## src/rtl/vga_pkg.sv

```systemverilog
// Shared 640x480@60 VGA timing constants and helpers.
// The timing generator and downstream drawing stages import this package.
package vga_pkg;

  localparam logic [10:0] H_VISIBLE = 11'd640;
  localparam logic [10:0] H_FP      = 11'd16;
  localparam logic [10:0] H_SYNC    = 11'd96;
  localparam logic [10:0] H_BP      = 11'd48;
  localparam logic [10:0] H_TOTAL   = H_VISIBLE + H_FP + H_SYNC + H_BP;

  localparam logic [10:0] V_VISIBLE = 11'd480;
  localparam logic [10:0] V_FP      = 11'd10;
  localparam logic [10:0] V_SYNC    = 11'd2;
  localparam logic [10:0] V_BP      = 11'd33;
  localparam logic [10:0] V_TOTAL   = V_VISIBLE + V_FP + V_SYNC + V_BP;

  localparam logic [10:0] SCREEN_W  = 11'd640;
  localparam logic [10:0] SCREEN_H  = 11'd480;

  // Inclusive sync windows, derived so they track any porch change.
  localparam logic [10:0] H_SYNC_START = H_VISIBLE + H_FP;
  localparam logic [10:0] H_SYNC_END   = H_SYNC_START + H_SYNC - 11'd1;
  localparam logic [10:0] V_SYNC_START = V_VISIBLE + V_FP;
  localparam logic [10:0] V_SYNC_END   = V_SYNC_START + V_SYNC - 11'd1;

  // The three signals that travel together through the sync delay line.
  typedef struct packed {
    logic hSync;
    logic vSync;
    logic videoActive;
  } syncBits_t;

  // Idle value: both syncs deasserted (high), no active video.
  localparam syncBits_t SYNC_IDLE = '{hSync: 1'b1, vSync: 1'b1, videoActive: 1'b0};

  // Unsigned inclusive range test on 11-bit counter values.
  function automatic logic inRange(input logic [10:0] v,
                                   input logic [10:0] lo,
                                   input logic [10:0] hi);
    return (v >= lo) && (v <= hi);
  endfunction

endpackage

```

## src/rtl/sync_delay_line.sv

```systemverilog
// Parameterised reset-able shift register used to lag the sync/active
// signals by a fixed number of clk cycles. DEPTH of 0 is a plain wire.
module sync_delay_line #(
  parameter int               WIDTH     = 3,
  parameter int               DEPTH     = 1,
  parameter logic [WIDTH-1:0] RESET_VAL = '0
) (
  input  logic             clk,
  input  logic             reset,
  input  logic [WIDTH-1:0] dataIn,
  output logic [WIDTH-1:0] dataOut
);

  generate
    if (DEPTH == 0) begin : gPass
      logic unusedClkRst;
      assign unusedClkRst = clk ^ reset;
      assign dataOut      = dataIn;
    end else begin : gShift
      logic [WIDTH-1:0] stages [DEPTH];

      // Shift one stage per clk; every stage returns to idle on reset.
      always_ff @(posedge clk or posedge reset) begin
        if (reset) begin
          for (int i = 0; i < DEPTH; i++) begin
            stages[i] <= RESET_VAL;
          end
        end else begin
          stages[0] <= dataIn;
          for (int i = 1; i < DEPTH; i++) begin
            stages[i] <= stages[i-1];
          end
        end
      end

      assign dataOut = stages[DEPTH-1];
    end
  endgenerate

endmodule

```

## src/rtl/vga_timing_gen.sv

```systemverilog
// 640x480 VGA timing generator: pixel clock divider, pixel/line counters,
// sync and active-video decode, optional sync delay and frame counting.
module vga_timing_gen
  import vga_pkg::*;
#(
  parameter int PIX_DIV    = 2,
  parameter int SYNC_DELAY = 1
) (
  input  logic               clk,
  input  logic               reset,
  output logic signed [10:0] pixelX,
  output logic signed [10:0] pixelY,
  output logic               pixelEn,
  output logic               videoActive,
  output logic               hSync,
  output logic               vSync,
  output logic               frameStart,
  output logic [7:0]         frameCount
);

  localparam int              DIV_W    = (PIX_DIV > 1) ? $clog2(PIX_DIV) : 1;
  localparam logic [DIV_W-1:0] DIV_LAST = DIV_W'(PIX_DIV - 1);

  logic [DIV_W-1:0] divCount;
  logic             tick;
  logic             xWrap;
  logic             yWrap;
  logic [10:0]      xCount;
  logic [10:0]      yCount;
  logic [10:0]      xNext;
  logic [10:0]      yNext;
  logic [7:0]       frameCnt;
  syncBits_t        rawNext;
  syncBits_t        rawReg;
  syncBits_t        delayed;

  // Next-position logic; sync/active decode uses the next position so the
  // registered copies line up exactly with the registered counters.
  always_comb begin
    tick    = (divCount == DIV_LAST);
    xWrap   = (xCount == H_TOTAL - 11'd1);
    yWrap   = (yCount == V_TOTAL - 11'd1);
    xNext   = xCount;
    yNext   = yCount;
    rawNext = SYNC_IDLE;
    if (tick) begin
      if (xWrap) begin
        xNext = '0;
        yNext = yWrap ? 11'd0 : yCount + 11'd1;
      end else begin
        xNext = xCount + 11'd1;
      end
    end
    rawNext.hSync       = ~inRange(xNext, H_SYNC_START, H_SYNC_END);
    rawNext.vSync       = ~inRange(yNext, V_SYNC_START, V_SYNC_END);
    rawNext.videoActive = (xNext < SCREEN_W) && (yNext < SCREEN_H);
  end

  // Pixel clock divider, free-running 0..PIX_DIV-1 once out of reset.
  always_ff @(posedge clk or posedge reset) begin
    if (reset) begin
      divCount <= '0;
    end else begin
      divCount <= tick ? '0 : divCount + DIV_W'(1);
    end
  end

  // Position counters, pixel strobe and frame bookkeeping; a frame only
  // counts when the counters wrap into (0,0), never on the reset origin.
  always_ff @(posedge clk or posedge reset) begin
    if (reset) begin
      xCount     <= '0;
      yCount     <= '0;
      pixelEn    <= 1'b0;
      frameStart <= 1'b0;
      frameCnt   <= '0;
    end else begin
      xCount     <= xNext;
      yCount     <= yNext;
      pixelEn    <= tick;
      frameStart <= tick & xWrap & yWrap;
      if (tick & xWrap & yWrap) begin
        frameCnt <= frameCnt + 8'd1;
      end
    end
  end

  // Registered raw sync/active bits, aligned with pixelX/pixelY.
  always_ff @(posedge clk or posedge reset) begin
    if (reset) begin
      rawReg <= SYNC_IDLE;
    end else begin
      rawReg <= rawNext;
    end
  end

  sync_delay_line #(
    .WIDTH     (3),
    .DEPTH     (SYNC_DELAY),
    .RESET_VAL (SYNC_IDLE)
  ) uDelay (
    .clk     (clk),
    .reset   (reset),
    .dataIn  (rawReg),
    .dataOut (delayed)
  );

  assign pixelX      = xCount;
  assign pixelY      = yCount;
  assign frameCount  = frameCnt;
  assign hSync       = delayed.hSync;
  assign vSync       = delayed.vSync;
  assign videoActive = delayed.videoActive;

endmodule
```

## config.mk

```make
export PLATFORM = sky130hd
export DESIGN_NAME = vga_timing_gen
export DESIGN_NICKNAME = d
export VERILOG_FILES = /design/src/rtl/vga_pkg.sv /design/src/rtl/sync_delay_line.sv /design/src/rtl/vga_timing_gen.sv
export SDC_FILE = /design/constraint.sdc
export NUM_CORES = 1
export LEC_CHECK = 0
export CAP_MARGIN = 20
export CORE_UTILIZATION = 51
export DETAILED_ROUTE_END_ITERATION = 10
export GPL_TIMING_DRIVEN = 0
export PLACE_DENSITY = 0.89
export REMOVE_ABC_BUFFERS = 1
export SYNTH_ARGS = -nofsm -noshare
export SYNTH_HDL_FRONTEND = slang
export SYNTH_SLANG_ARGS = --single-unit
```

## constraint.sdc

```tcl
create_clock -name clk -period 3.2 [get_ports clk]
set_clock_uncertainty 0.15 [all_clocks]
set_input_delay 0.32 -clock clk [delete_from_list [all_inputs] [get_ports clk]]
set_output_delay 0.32 -clock clk [all_outputs]
set_load 0.05 [all_outputs]
```

==> impl_metrics.env <==
export IMPL_cts_repair_resized=0
export IMPL_cpPeakStageDelay_ns=0.55
export IMPL_dpl_instance_area_sq_um=2330
export IMPL_power_density_nw_per_um2=380
export IMPL_htree_num_levels=2
export IMPL_synth_ff_type="dfrtp_1"
export IMPL_synth_most_common_cell="dfrtp_1"
export IMPL_dp_cells=260
export IMPL_clkSinkCount=39
export IMPL_wl_um=3990
export IMPL_rows=21
export IMPL_yosysUniqueCellTypes=46
export IMPL_grt_max_degree=40
export IMPL_cts_buffer_depth=2
export IMPL_antenna_found_initial=0
export IMPL_dieWidth_um=63.4
export IMPL_gr_usage_met3=0.0507
export IMPL_ys_seq_area_frac=0.509
export IMPL_grt_util_all_layers=0.229
export IMPL_fin_nets=227
export IMPL_rsz0062_at_grt="no"
export IMPL_avgSynthCellArea_sq_um=10.7
export IMPL_grt_pass1_vias=1511
export IMPL_postSynthCellCount=180
export IMPL_async_flop_share=1.00
export IMPL_yosys_area_top_type="dfrtp_1"
export IMPL_setup_slack_ns=0.483
export IMPL_criticalPathCategory="flip-flop to flip-flop"
export IMPL_hp_class="flip-flop to flip-flop"
export IMPL_die_h_um=63.4
export IMPL_synth_commonest_cells="dfrtp_1 (35), nand2_1 (22), xnor2_1 (12)"
export IMPL_maxCapViolations=0
export IMPL_vdd_drop_max_uv=223
export IMPL_syn_to_final_growth_pct=27.0
export IMPL_hold_viol=0
export IMPL_root_buffer="clkbuf_8"
export IMPL_final_area_sq_um=2450
export IMPL_crit_fanout=9
export IMPL_coreArea_sq_um=3470
export IMPL_grt_pass1_wl_um=6980
export IMPL_netlist_area_sq_um=1930
export IMPL_die_area_sq_um=4030
export IMPL_numCtsBuffers=5
export IMPL_instances_no_fill=268
export IMPL_drive_gt1_frac=0.126
export IMPL_vias_per_cell=5.70
export IMPL_max_slew_margin=0.491
export IMPL_synth_edf_count=0
export IMPL_worst_pin_slew_ns=0.763
export IMPL_grt_overflow=0
export IMPL_ys_top_cells_by_area="dfrtp_1 (45%), dfstp_2 (5.5%), xnor2_1 (5.5%)"
export IMPL_worstPathCellList="inv_1 > ha_1 > nor4bb_1 > nand3_1 > nor2_4 > and3_1 > nand4_1 > xnor2_1"
export IMPL_min_period_ns=2.72
export IMPL_start_util=0.555
export IMPL_cts_tree="built"
export IMPL_fill_cells=250
export IMPL_synth_seq_cells=39
export IMPL_p_leak_nw=1.08
export IMPL_setup_tns_ns=0
export IMPL_dp_hpwl_um=2740
export IMPL_first_iter_violations=112
export IMPL_route_detailed_drc=0
export IMPL_synth_top_area_frac=0.455
export IMPL_io_buffers=36
export IMPL_critical_path_arrival_ns=2.75
export IMPL_ios=37
export IMPL_pre_cts_ws_ns=0.665
export IMPL_crit_family="simple AND/OR/NAND/NOR gates"
export IMPL_endpoint_kind="flip-flop"
export IMPL_cpMaxStageDelayCell="nor4bb_1"
export IMPL_grt_busiest_layer="met2"
export IMPL_num_vias=1528
export IMPL_grt_util_met1=0.284
export IMPL_synth_warnings=0
export IMPL_diodes=0
export IMPL_wl_per_cell_um=14.9
export IMPL_final_period_utilization=0.849
export IMPL_holdBufCountCts=0
export IMPL_place_congestion=0.806
export IMPL_cts_setup_buffers=0
export IMPL_maxSlewViolCount=0
export IMPL_drtAntennaViolNets=0
export IMPL_cp_start_kind="flip-flop"
export IMPL_finalPower_w=0.000930
export IMPL_run_status="finished clean"
export IMPL_use_met2=0.363
export IMPL_max_freq_mhz=368
export IMPL_setup_violations=0
export IMPL_path_clk_slew_ns=0.08
export IMPL_clk_latency_ns=0.30
export IMPL_first_pass_iters=4
export IMPL_critPathBufInv=1
export IMPL_cp_required_ns=3.23
## path summary, 6_finish.rpt
path                            startpoint                end  slack [ns]  cells past startpoint
worst max-delay path             pixelY[0]      frameCount[7]        0.48                      8
worst min-delay path             rawReg[2]  uDelay.dataOut[2]        0.21                      0
worst max register to register   pixelY[0]      frameCount[7]        0.48                      8
worst min register to register   rawReg[2]  uDelay.dataOut[2]        0.21                      0
max in group asynchronous            reset          pixelY[7]        2.08                      2
min in group asynchronous            reset          pixelX[2]        0.32                      2
## cells in the final DEF (no fill, tap or decap), types with 3 or more instances in the layout
cell type / synthesis / layout
nand3_1: 11 / 11
xnor2_1: 12 / 12
a21oi_1: 3 / 3
nand4_1: 8 / 8
o31ai_1: 4 / 4
inv_1: 8 / 7
o21ai_0: 9 / 9
ha_1: 4 / 4
clkbuf_8: 0 / 6
dfrtp_1: 35 / 35
xor2_1: 6 / 6
dfstp_2: 4 / 4
clkdlybuf4s50_1: 0 / 36
and3_1: 5 / 5
nor2_1: 5 / 5
nor4_1: 3 / 3
nand2_1: 22 / 22
mux2i_1: 3 / 3
## sequential cells by signal, summed over array words and instances (netlist names)
register        flops
pixelEn             1
rawReg              3
uDelay.dataOut      3
frameStart          1
pixelY             11
pixelX             11
frameCount          8
divCount            1
## through the flow
step	hold WS, ns	utilization
after global routing	0.214	0.705
after floorplan	0.181	-
after detailed placement	0.197	0.671
final	0.207	0.705
after CTS	0.207	0.705
after global placement	0.184	0.671
## final cells by class
cell class,count,area (sq um),area share
Clock buffer,6,82.6,0.0338
Clock inverter,2,35.0,0.0143
Inverter,8,30.0,0.0123
Multi-Input combinational cell,131,900,0.368
Sequential cell,39,981,0.401
Tap cell,46,57.6,0.0235
Timing Repair Buffer,36,360,0.147
## logic make-up after synthesis
group	Yosys count	synth area share
adders and majority gates	4	0.0260
DFF	39	0.509
xor gates and xnor gates	18	0.0819
and+or+nand+nor	77	0.241
AOI/OAI and AO/OA	28	0.0968
muxes	4	0.0214
buffers and inverters	10	0.0234
## report_power, final
group / switching (W) / leakage [nW] / internal [W] / total, W
Clock: 0.000175 / 0.0612 / 0.000252 / 0.000427
Combinational: 0.00000891 / 0.508 / 0.00000117 / 0.0000101
Sequential: 0 / 0.507 / 0.000493 / 0.000493
## per-layer routing
metal,wire length [um],vias up
met5,0,-
met3,184,11
met1,1740,733
met2,1960,56
met4,108,0
li1,-,728
Power figures use the tool's default switching activity.
